<file path="config.mk">
export PLATFORM = sky130hd
export DESIGN_NAME = counter_sequencer
export DESIGN_NICKNAME = d
export VERILOG_FILES = /design/src/rtl/counter_sequencer.sv
export SDC_FILE = /design/constraint.sdc
export NUM_CORES = 1
export LEC_CHECK = 0
export ABC_AREA = 0
export BUFFER_PORTS_ARGS = -buffer_cell sky130_fd_sc_hd__buf_2
export CORE_AREA = 2 2 88 56
export CTS_BUF_LIST = sky130_fd_sc_hd__clkbuf_8
export DETAILED_ROUTE_END_ITERATION = 12
export DIE_AREA = 0 0 90 58
export PLACE_DENSITY = 0.69
export SKIP_LAST_GASP = 1
export SLEW_MARGIN = 15
export SYNTH_ARGS = -nofsm -noshare
export SYNTH_HDL_FRONTEND = slang
export SYNTH_SLANG_ARGS = --single-unit
</file>
<file path="constraint.sdc">
create_clock -name CLK -period 2.1 [get_ports CLK]
set_clock_uncertainty 0.15 [all_clocks]
set_input_delay 0 -clock CLK [delete_from_list [all_inputs] [get_ports CLK]]
set_output_delay 0 -clock CLK [all_outputs]
set_load 0.02 [all_outputs]
</file>
<file path="src/rtl/counter_sequencer.sv">
// Count-register sequencer: start/stop/pause control, up or down counting,
// one-shot or auto-reload, with a clock-enable prescaler.
module counter_sequencer #(
  parameter int WIDTH   = 4,
  parameter int PRESC_W = 8
) (
  input  logic               CLK,
  input  logic               RST_N,
  input  logic               START,
  input  logic               STOP,
  input  logic               PAUSE,
  input  logic [WIDTH-1:0]   LOAD_VAL,
  input  logic [PRESC_W-1:0] PRESC,
  input  logic               MODE,
  input  logic               DIR,
  output logic [WIDTH-1:0]   Q,
  output logic               BUSY,
  output logic               TC,
  output logic               DONE
);

  typedef enum logic [1:0] {S_IDLE, S_RUN, S_HOLD, S_DONE} state_t;

  state_t             state;
  logic [PRESC_W-1:0] presc_cnt;
  logic [PRESC_W-1:0] presc_cap;
  logic [WIDTH-1:0]   term;
  logic               mode;
  logic               dir;
  logic               tick;
  logic               at_term;

  // Terminal detection precedes the step, so the count never wraps naturally.
  assign tick    = (presc_cnt == presc_cap);
  assign at_term = dir ? (Q == '0) : (Q == term);

  assign BUSY = (state == S_RUN) || (state == S_HOLD);
  assign DONE = (state == S_DONE);

  always_ff @(posedge CLK or negedge RST_N) begin
    if (!RST_N) begin
      state     <= S_IDLE;
      Q         <= '0;
      TC        <= 1'b0;
      presc_cnt <= '0;
      presc_cap <= '0;
      term      <= '0;
      mode      <= 1'b0;
      dir       <= 1'b0;
    end else begin
      TC <= 1'b0;
      if (STOP) begin
        state     <= S_IDLE;
        Q         <= '0;
        presc_cnt <= '0;
      end else if (START) begin
        state     <= S_RUN;
        term      <= LOAD_VAL;
        presc_cap <= PRESC;
        mode      <= MODE;
        dir       <= DIR;
        Q         <= DIR ? LOAD_VAL : '0;
        presc_cnt <= '0;
      end else begin
        case (state)
          S_RUN: begin
            // A pause request suppresses any tick due in the same cycle.
            if (PAUSE) begin
              state <= S_HOLD;
            end else if (tick) begin
              presc_cnt <= '0;
              if (at_term) begin
                TC <= 1'b1;
                if (mode) Q <= dir ? term : '0;
                else      state <= S_DONE;
              end else begin
                Q <= dir ? (Q - 1'b1) : (Q + 1'b1);
              end
            end else begin
              presc_cnt <= presc_cnt + 1'b1;
            end
          end
          S_HOLD: begin
            if (!PAUSE) state <= S_RUN;
          end
          default: ;
        endcase
      end
    end
  end

endmodule

</file>
**Word-level counts from Yosys, hierarchy flattened**

Cells that the tools add are included.
Widths: inputs -> output; s select.

- Input port bits: 19
- Output and inout port bits: 7
- Register bits: 29
- Word-level logic and storage cells: 62

- Equal/unequal tests: 11
- Bitwise logic cells: 1
- Reductions and logical operators: 9
- Mux-type cells: 30
- Add/subtract/negate cells: 3

Operator list:

| kind | number |
|---|---|
| $mux 4 | 10 |
| $mux 8 | 5 |
| $ne 5x5->1 const B | 3 |
| $mux 2 | 7 |
| $add 8x1->8 const B | 1 |
| $eq 8x8->1 | 1 |
| $ne 4x4->1 const B | 2 |
| $mux 1 | 7 |
| $reduce_bool 3->1 | 2 |
| $reduce_and 5->1 | 1 |
| $add 4x1->4 const B | 1 |
| $eq 2x2->1 const B | 2 |
| $eq 4x4->1 | 1 |
| $logic_not 4->1 | 1 |
| $pmux 2 s2 | 1 |
| $reduce_and 2->1 | 2 |
| $reduce_and 4->1 | 1 |
| $reduce_bool 4->1 | 1 |
| $sub 4x1->4 const B | 1 |
| $ne 3x3->1 const B | 1 |
| $eq 2x1->1 const B | 1 |
| $logic_or 1x1->1 | 1 |
| $not 1->1 | 1 |

**Depth between registers and ports, before layout**

Gate-level depths: netlist (run 1).

- Depth after elaboration: 8
- Depth in mapped cells: 7

**Worst setup path after synthesis (run 1)**

Ideal clock, no wire load.

- Path type: register -> register
- Start: reg Q[0]
- End: reg Q[2]
- Arrival time: 1836 ps
- Setup slack: -11 ps
- Setup time: 125 ps
- Required time: 1825 ps
- Buffers on the path: 0
- Period minus slack after synthesis: 2111 ps
- Cell stages (with the launch flop): 6
- Cells stage by stage: dfrtp_1 > fa_1 > xor2_1 > mux2_2 > a32o_1 > mux2_4

- Word-level cells in the longest chain between the ends: 8

Ends and longest elaborated chain:

| element | RTL line | source |
|---|---|---|
| from (decl) | 16 | `output logic [WIDTH-1:0] Q,` |
| from (signal assigned) | 62 | `Q <= DIR ? LOAD_VAL : '0;` |
| from (signal assigned) | 74 | `if (mode) Q <= dir ? term : '0;` |
| from (signal assigned) | 77 | `Q <= dir ? (Q - 1'b1) : (Q + 1'b1);` |
| $add 4x1->4 (tied with other cells) | 77 |  |
| $mux 4 or $mux 1 (tied branches) | 77, 35 |  |
| $mux 4 | 72 | `if (at_term) begin` |
| $mux 4 | 70 | `end else if (tick) begin` |
| $mux 4 | 68 | `if (PAUSE) begin` |
| $mux 4 | 65 | `case (state)` |
| $mux 4 | 56 | `end else if (START) begin` |
| $mux 4 | 52 | `if (STOP) begin` |

Several ways; a longest one is shown, not always the timed one. The select of a mux whose other input is x is not followed.
A chain may end at the register's enable or synchronous reset.

**Final worst setup path (run 1)**

- Start: reg Q[3]
- End: reg Q[2]

- Word-level cells in the longest chain between the ends: 8

Ends and longest elaborated chain:

| element | RTL line | source |
|---|---|---|
| $eq 4x4->1 or $logic_not 4->1 (tied branches) | 35 | `assign at_term = dir ? (Q == '0) : (Q == term);` |
| $mux 1 * | 35 |  |
| $mux 4 | 72 |  |
| $mux 4 | 70 |  |
| $mux 4 | 68 |  |
| $mux 4 | 65 |  |
| $mux 4 | 56 |  |
| $mux 4 | 52 |  |

Mark *: on every way between the ends. The rest lies on a longest branch, timed or not. The select of a mux whose other input is x is not followed.

==> flow_metrics.tcl, run 1 <==
set metrics [dict create \
    post-layout-total-power_mw 1.83 \
    detailedRoute.firstIterationViolations 63 \
    placement.setup.worst_slack_ns -0.0215 \
    clock_latency_ns 0.28 \
    clkTransAtPathRegs_ns 0.06 \
    synth-seq-cells 29 \
    die_outline_area_um2 5220 \
    synth.distinct_cells 41 \
    ctsHtreeMaxLevel 2 \
    gp_routability_congestion 0.795 \
    io_buffer_count 25 \
    grt.overflow.total 0 \
    dieWidth_um 90 \
    crit_path_start_kind "flip-flop" \
    ys_seq_area_frac 0.425 \
    status "finished, final reports clean" \
    grt_first_pass_wirelength_mm 6.33 \
    drtAntennaViolNets 0 \
    synth.cells.most_frequent "sky130_fd_sc_hd__dfrtp_1, sky130_fd_sc_hd__xor2_1, sky130_fd_sc_hd__mux2_2" \
    final_cycle_share 0.988 \
    asyncSetResetFlopFracSynth 1.00 \
    worst-setup-path-type "reg2reg" \
    floorplan.rows 19 \
    max_slew_margin 0.570 \
    detail_route.wl_per_cell_um 13.8 \
    hold_ws_ns 0.137 \
    utilization 0.529 \
    die_height_um 58 \
    maxClockFrequency_mhz 482 \
    max_cap_viol_count 0 \
    cp_data_arrival_time_ns 2.08 \
    synth-edff-count 0 \
    required_time_reported_for_the_critical_path_endpoint_ns 2.11 \
    syn_to_final_growth_pct 37.0 \
    hold_viol_final 0 \
    syn_nets 169 \
    finalSetupTns_ns 0 \
    routed_vias_inst 4.84 \
    synthesis.yosys.warnings 0 \
    fin_ws_ns 0.0247 \
    report.final.slew_viol_count 0 \
    place_area_um2 1980 \
    leakage_nw 1.13 \
    syn_avg_cell_area_um2 11.9 \
    clkSinkCount 29 \
    synth.cell_area_um2 1710 \
    grt_start_max_net_pins 30 \
    fp.coreArea_um2 4420 \
    syn_inst 143 \
    layout.nets 236 \
    cp_max_fo 4 \
    final_period_minus_worst_setup_slack_ns 2.08 \
    setup_viol 0 \
    grt_antenna_before_repair 0 \
    cts_inserted_buffers 5 \
    cts_tree "built" \
    dp.cells 239 \
    globalRouteTotalUtil 0.152 \
    via_count 1322 \
    dpl.hpwl_mm 2.50 \
    share_of_post_route_cells_with_drive_strength_above_1 0.405 \
    netlist.area_leader.share 0.425 \
    boundaryPins 26 \
    power_density_nw_per_um2 784 \
    synth_ff_type "sky130_fd_sc_hd__dfrtp_1" \
    routed_wl_mm 3.76 \
    num_antenna_cells 0 \
    ff2ff_setup_slack_ns 0.02 \
    cts_root_buffer_type "sky130_fd_sc_hd__clkbuf_8" \
    via_count_of_the_first_global_routing_pass 1332 \
    hold_class "in2async" \
    netlist_top_cells_area "sky130_fd_sc_hd__dfrtp_1, sky130_fd_sc_hd__mux2_2, sky130_fd_sc_hd__xor2_1, sky130_fd_sc_hd__ha_1, sky130_fd_sc_hd__nor2_1" \
    final_instance_area_um2 2340 \
    timing_worst_slew_pin_value_ns 0.646 \
    first_pass_iters 4 \
    drt_drc_violations_left 0 \
    endpoint_kind "flip-flop" \
    yosysMostFrequentCell "sky130_fd_sc_hd__dfrtp_1" \
    post-synth-top-area-cell "sky130_fd_sc_hd__dfrtp_1" \
    initial_utilization 0.386 \
    worst_ir_drop_on_vdd_mv 0.332 \
    instances_no_fill 273 \
    clock_path_buffers 2 \
]
[report_power, final]
group | switching [mW] | internal (mW)
Combinational | 0.310 | 0.366
Clock | 0.198 | 0.254
Sequential | 0.0770 | 0.627
[metal layers]
layer / vias to the layer above / global-route usage / wire [um]
li1: 648 / - / -
met1: 627 / 0.215 / 1900
met2: 38 / 0.231 / 1610
met3: 9 / 0.0312 / 172
met4: 0 / 0.0659 / 82
met5: - / 0 / 0
[cell families (layout without fill, tap and decap cells)]
group                    count (synthesis)  in the layout  share of synthesized area
AO/OA/AOI/OAI                           20             20                      0.104
adder cells (fa/ha/maj)                  7              7                     0.0557
XOR/XNOR                                20             20                      0.103
AND/OR/NAND/NOR                         37             37                      0.139
multiplexers                            22             22                      0.151
flip-flops                              29             29                      0.425
buffers and inverters                    8             75                     0.0220
[area by class of cell]
cell class | count | area [um^2]
clock buffers | 6 | 82.6
flip-flops and latches | 29 | 728
well taps | 63 | 78.8
repair buffers | 63 | 458
multi-input cells | 106 | 967
fillers | 399 | 2080
clock inverters | 1 | 3.75
inverters | 5 | 18.8
[flip-flops by register name (all words and copies together) (netlist names)]
register / flops
mode: 1
presc_cap: 8
state: 2
term: 4
dir: 1
presc_cnt: 8
Q: 4
TC: 1
[layout by cell type, fill, tap and decap left out, drive strengths merged, types with 2 or more instances in the layout]
cell type and n:
ha 6, nor3 2, dlygate4sd3 19, inv 6, nor3b 3, clkbuf 6, xor2 18, nor4 2
buf 44, a21o 3, nor2b 2, a21oi 5, a22o 2, nor2 14, xnor2 2, dfrtp 29
nand4 3, mux2 21, a32o 3, nand2 5
[worst max-delay path, cell delays in order (launching register included)]
cell,delay (ns)
sky130_fd_sc_hd__dfrtp_1,0.43
sky130_fd_sc_hd__nor3b_2,0.25
sky130_fd_sc_hd__nor3b_4,0.23
sky130_fd_sc_hd__buf_4,0.15
sky130_fd_sc_hd__a21oi_2,0.05
sky130_fd_sc_hd__o31a_4,0.39
sky130_fd_sc_hd__mux2_4,0.31
[worst paths after layout]
kind | start | endpoint | cells after the start
hold / removal | RST_N | dir | 2
min in group CLK | LOAD_VAL[3] | term[3] | 4
hold reg to reg | presc_cap[7] | presc_cap[7] | 1
setup reg to reg | Q[3] | Q[2] | 6
max in group asynchronous | RST_N | Q[2] | 2
setup / recovery | Q[3] | Q[2] | 6
[timing repair]
| item | 4_1_cts | 5_1_grt |
|---|---|---|
| setup buffers | 1 | 7 |
| resized for setup | 3 | 4 |
| pin swaps | 1 | 2 |
| hold buffers | 19 | 0 |
| hold endpoints to repair | 49 | 0 |
| endpoints found under the setup margin | 2 | 5 |
(Power assumes the default switching activity.)
==> inputs of run 2 (changes only) <==
BUFFER_PORTS_ARGS = unset   (was -buffer_cell sky130_fd_sc_hd__buf_2)
CORE_AREA = 2 2 89 57   (was 2 2 88 56)
DIE_AREA = 0 0 91 59   (was 0 0 90 58)
DONT_BUFFER_PORTS = 1   (was unset)
PLACE_DENSITY = 0.63   (was 0.69)
==> run 2 against run 1 <==
Against the previous run: clock power fell by 8.0%; setup slack improved by 0.012 ns; sequential share of layout area rose by 1.7 points; utilization fell by 3.3 points; combinational power fell by 7.5%; critical endpoint unchanged; final cell count fell by 9.5%; critical path depth fell by 1; clock-buffer cell count fell by 1; power fell by 5.0%; critical path type unchanged.
==> flow_metrics.tcl, run 2 (same netlist as run 1, synthesis figures left out) <==
set metrics [dict create \
    fin_ws_ns 0.0365 \
    highest_count_cells_in_the_layout_ignoring_fill_and_taps "sky130_fd_sc_hd__dfrtp_1, sky130_fd_sc_hd__dlygate4sd3_1, sky130_fd_sc_hd__xor2_1" \
    reg2reg_depth 5 \
    detail_route.wl_per_cell_um 14.8 \
    clkSinkCount 29 \
    final_cycle_share 0.983 \
    first_pass_iters 4 \
    maxClockFrequency_mhz 485 \
    grt.overflow.total 0 \
    dp.cells 214 \
    ff2ff_setup_slack_ns 0.04 \
    max_cap_viol_count 0 \
    crit_path_start_kind "flip-flop" \
    instances_no_fill 247 \
    final-seq-area_um2 728 \
    grt_first_pass_wirelength_mm 5.82 \
    drtAntennaViolNets 0 \
    num_antenna_cells 0 \
    clock_path_buffers 2 \
    dpl.hpwl_mm 2.52 \
    leakage_nw 1.02 \
    ctsHtreeMaxLevel 2 \
    grt_antenna_before_repair 0 \
    die_height_um 59 \
    endpoint_kind "flip-flop" \
    hold_viol_final 0 \
    required_time_reported_for_the_critical_path_endpoint_ns 2.11 \
    worst_ir_drop_on_vdd_mv 0.279 \
    via_count 1197 \
    grt_start_max_net_pins 30 \
    reg.largest.list "presc_cap (8), presc_cnt (8)" \
    initial_utilization 0.382 \
    cts_inserted_buffers 5 \
    holdPathStages 3 \
    clkTransAtPathRegs_ns 0.06 \
    dieWidth_um 91 \
    clock_latency_ns 0.28 \
    io_buffer_count 0 \
    rsz_0062_raised_after_global_routing "true" \
    power_density_nw_per_um2 786 \
    status "finished, final reports clean" \
    cts_tree "built" \
    layout.nets 209 \
    gp_routability_congestion 0.820 \
    routed_vias_inst 4.85 \
    final_common_cell "sky130_fd_sc_hd__dfrtp_1" \
    hold_class "in2reg" \
    syn_to_final_growth_pct 29.8 \
    placement.setup.worst_slack_ns -0.0340 \
    worst-setup-path-type "reg2reg" \
    cp_max_fo 4 \
    cts_root_buffer_type "sky130_fd_sc_hd__clkbuf_8" \
    layout.filler_cells 431 \
    final_period_minus_worst_setup_slack_ns 2.06 \
    drt_drc_violations_left 0 \
    share_of_post_route_cells_with_drive_strength_above_1 0.321 \
    setup_viol 0 \
    floorplan.rows 19 \
    regToRegStartpoint "Q[3]" \
    boundaryPins 26 \
    endpoint_of_the_worst_slack_reg_to_reg_timing_path "Q[2]" \
    report.final.slew_viol_count 0 \
    utilization 0.496 \
    cp_data_arrival_time_ns 2.08 \
    multiInputGateArea_um2 980 \
    whs_endpoint "Q[3]" \
    routed_wl_mm 3.65 \
    fp.coreArea_um2 4470 \
    globalRouteTotalUtil 0.144 \
    hp-start "LOAD_VAL[3]" \
    timing_worst_slew_pin_value_ns 0.418 \
    via_count_of_the_first_global_routing_pass 1188 \
    max_slew_margin 0.722 \
    die_outline_area_um2 5370 \
    detailedRoute.firstIterationViolations 42 \
]
[run 2: changes by cell type in the layout (fill, tap and decap cells not counted), sizes merged]
cell and change:
buf -27, inv +2, clkbuf -1
[run 2: layer usage]
metal,routed length (um),GRT usage,up-vias
li1,-,-,591
met1,1880,0.195,579
met2,1580,0.213,21
met3,138,0.0394,6
met4,45,0.0758,0
met5,0,0,-
[run 2: critical path: stages, from the launching register on]
cell and delay, ns:
sky130_fd_sc_hd__dfrtp_1 0.41, sky130_fd_sc_hd__nor3b_2 0.24, sky130_fd_sc_hd__nor3b_4 0.32, sky130_fd_sc_hd__mux2_2 0.37, sky130_fd_sc_hd__a32o_1 0.20, sky130_fd_sc_hd__mux2_4 0.25
[run 2: per-stage QoR]
step / hold slack (ns) / TNS, ns / area [um^2] / total power [mW]
after floorplan: -0.446 / 0 / 1710 / 1.09
after global placement: -0.445 / 0 / 1850 / 1.20
after detailed placement: -0.445 / -0.0570 / 1850 / 1.22
after CTS: 0.000455 / 0 / 2150 / 1.70
after global routing: 0.000885 / -0.0555 / 2220 / 1.86
final: 0.00348 / 0 / 2220 / 1.74
[run 2: what timing repair did]
action | 4_1_cts | 5_1_grt
hold buffers | 20 | 0
endpoints found under the setup margin | 2 | 6
hold endpoints to repair | 49 | 0
gates resized for setup | 1 | 8
pin swaps | 0 | 7
buffers inserted | 0 | 5
[run 2: layout make-up]
| class | instances | area share |
|---|---|---|
| inverters | 5 | 0.00847 |
| multi-input cells | 106 | 0.442 |
| repair buffers | 36 | 0.149 |
| well taps | 63 | 0.0356 |
| clock inverters | 3 | 0.00508 |
| clock buffers | 5 | 0.0311 |
| flip-flops and latches | 29 | 0.329 |
[run 2: worst max-delay path by stage]
| stage | start | endpoint | slack (ns) |
|---|---|---|---|
| 3_3_place_gp | state[0] | state[0] | 0.04 |
| 2_1_floorplan | Q[1] | Q[2] | 0.01 |
| 4_1_cts | presc_cnt[1] | state[1] | 0.01 |
| 3_5_place_dp | state[1] | state[1] | -0.03 |
| 5_1_grt | Q[2] | Q[2] | -0.04 |
| 6_report | Q[3] | Q[2] | 0.04 |
[run 2: report_power, final]
group	switching, mW	internal [mW]
combinational	0.289	0.336
clock	0.196	0.220
sequential	0.0727	0.627
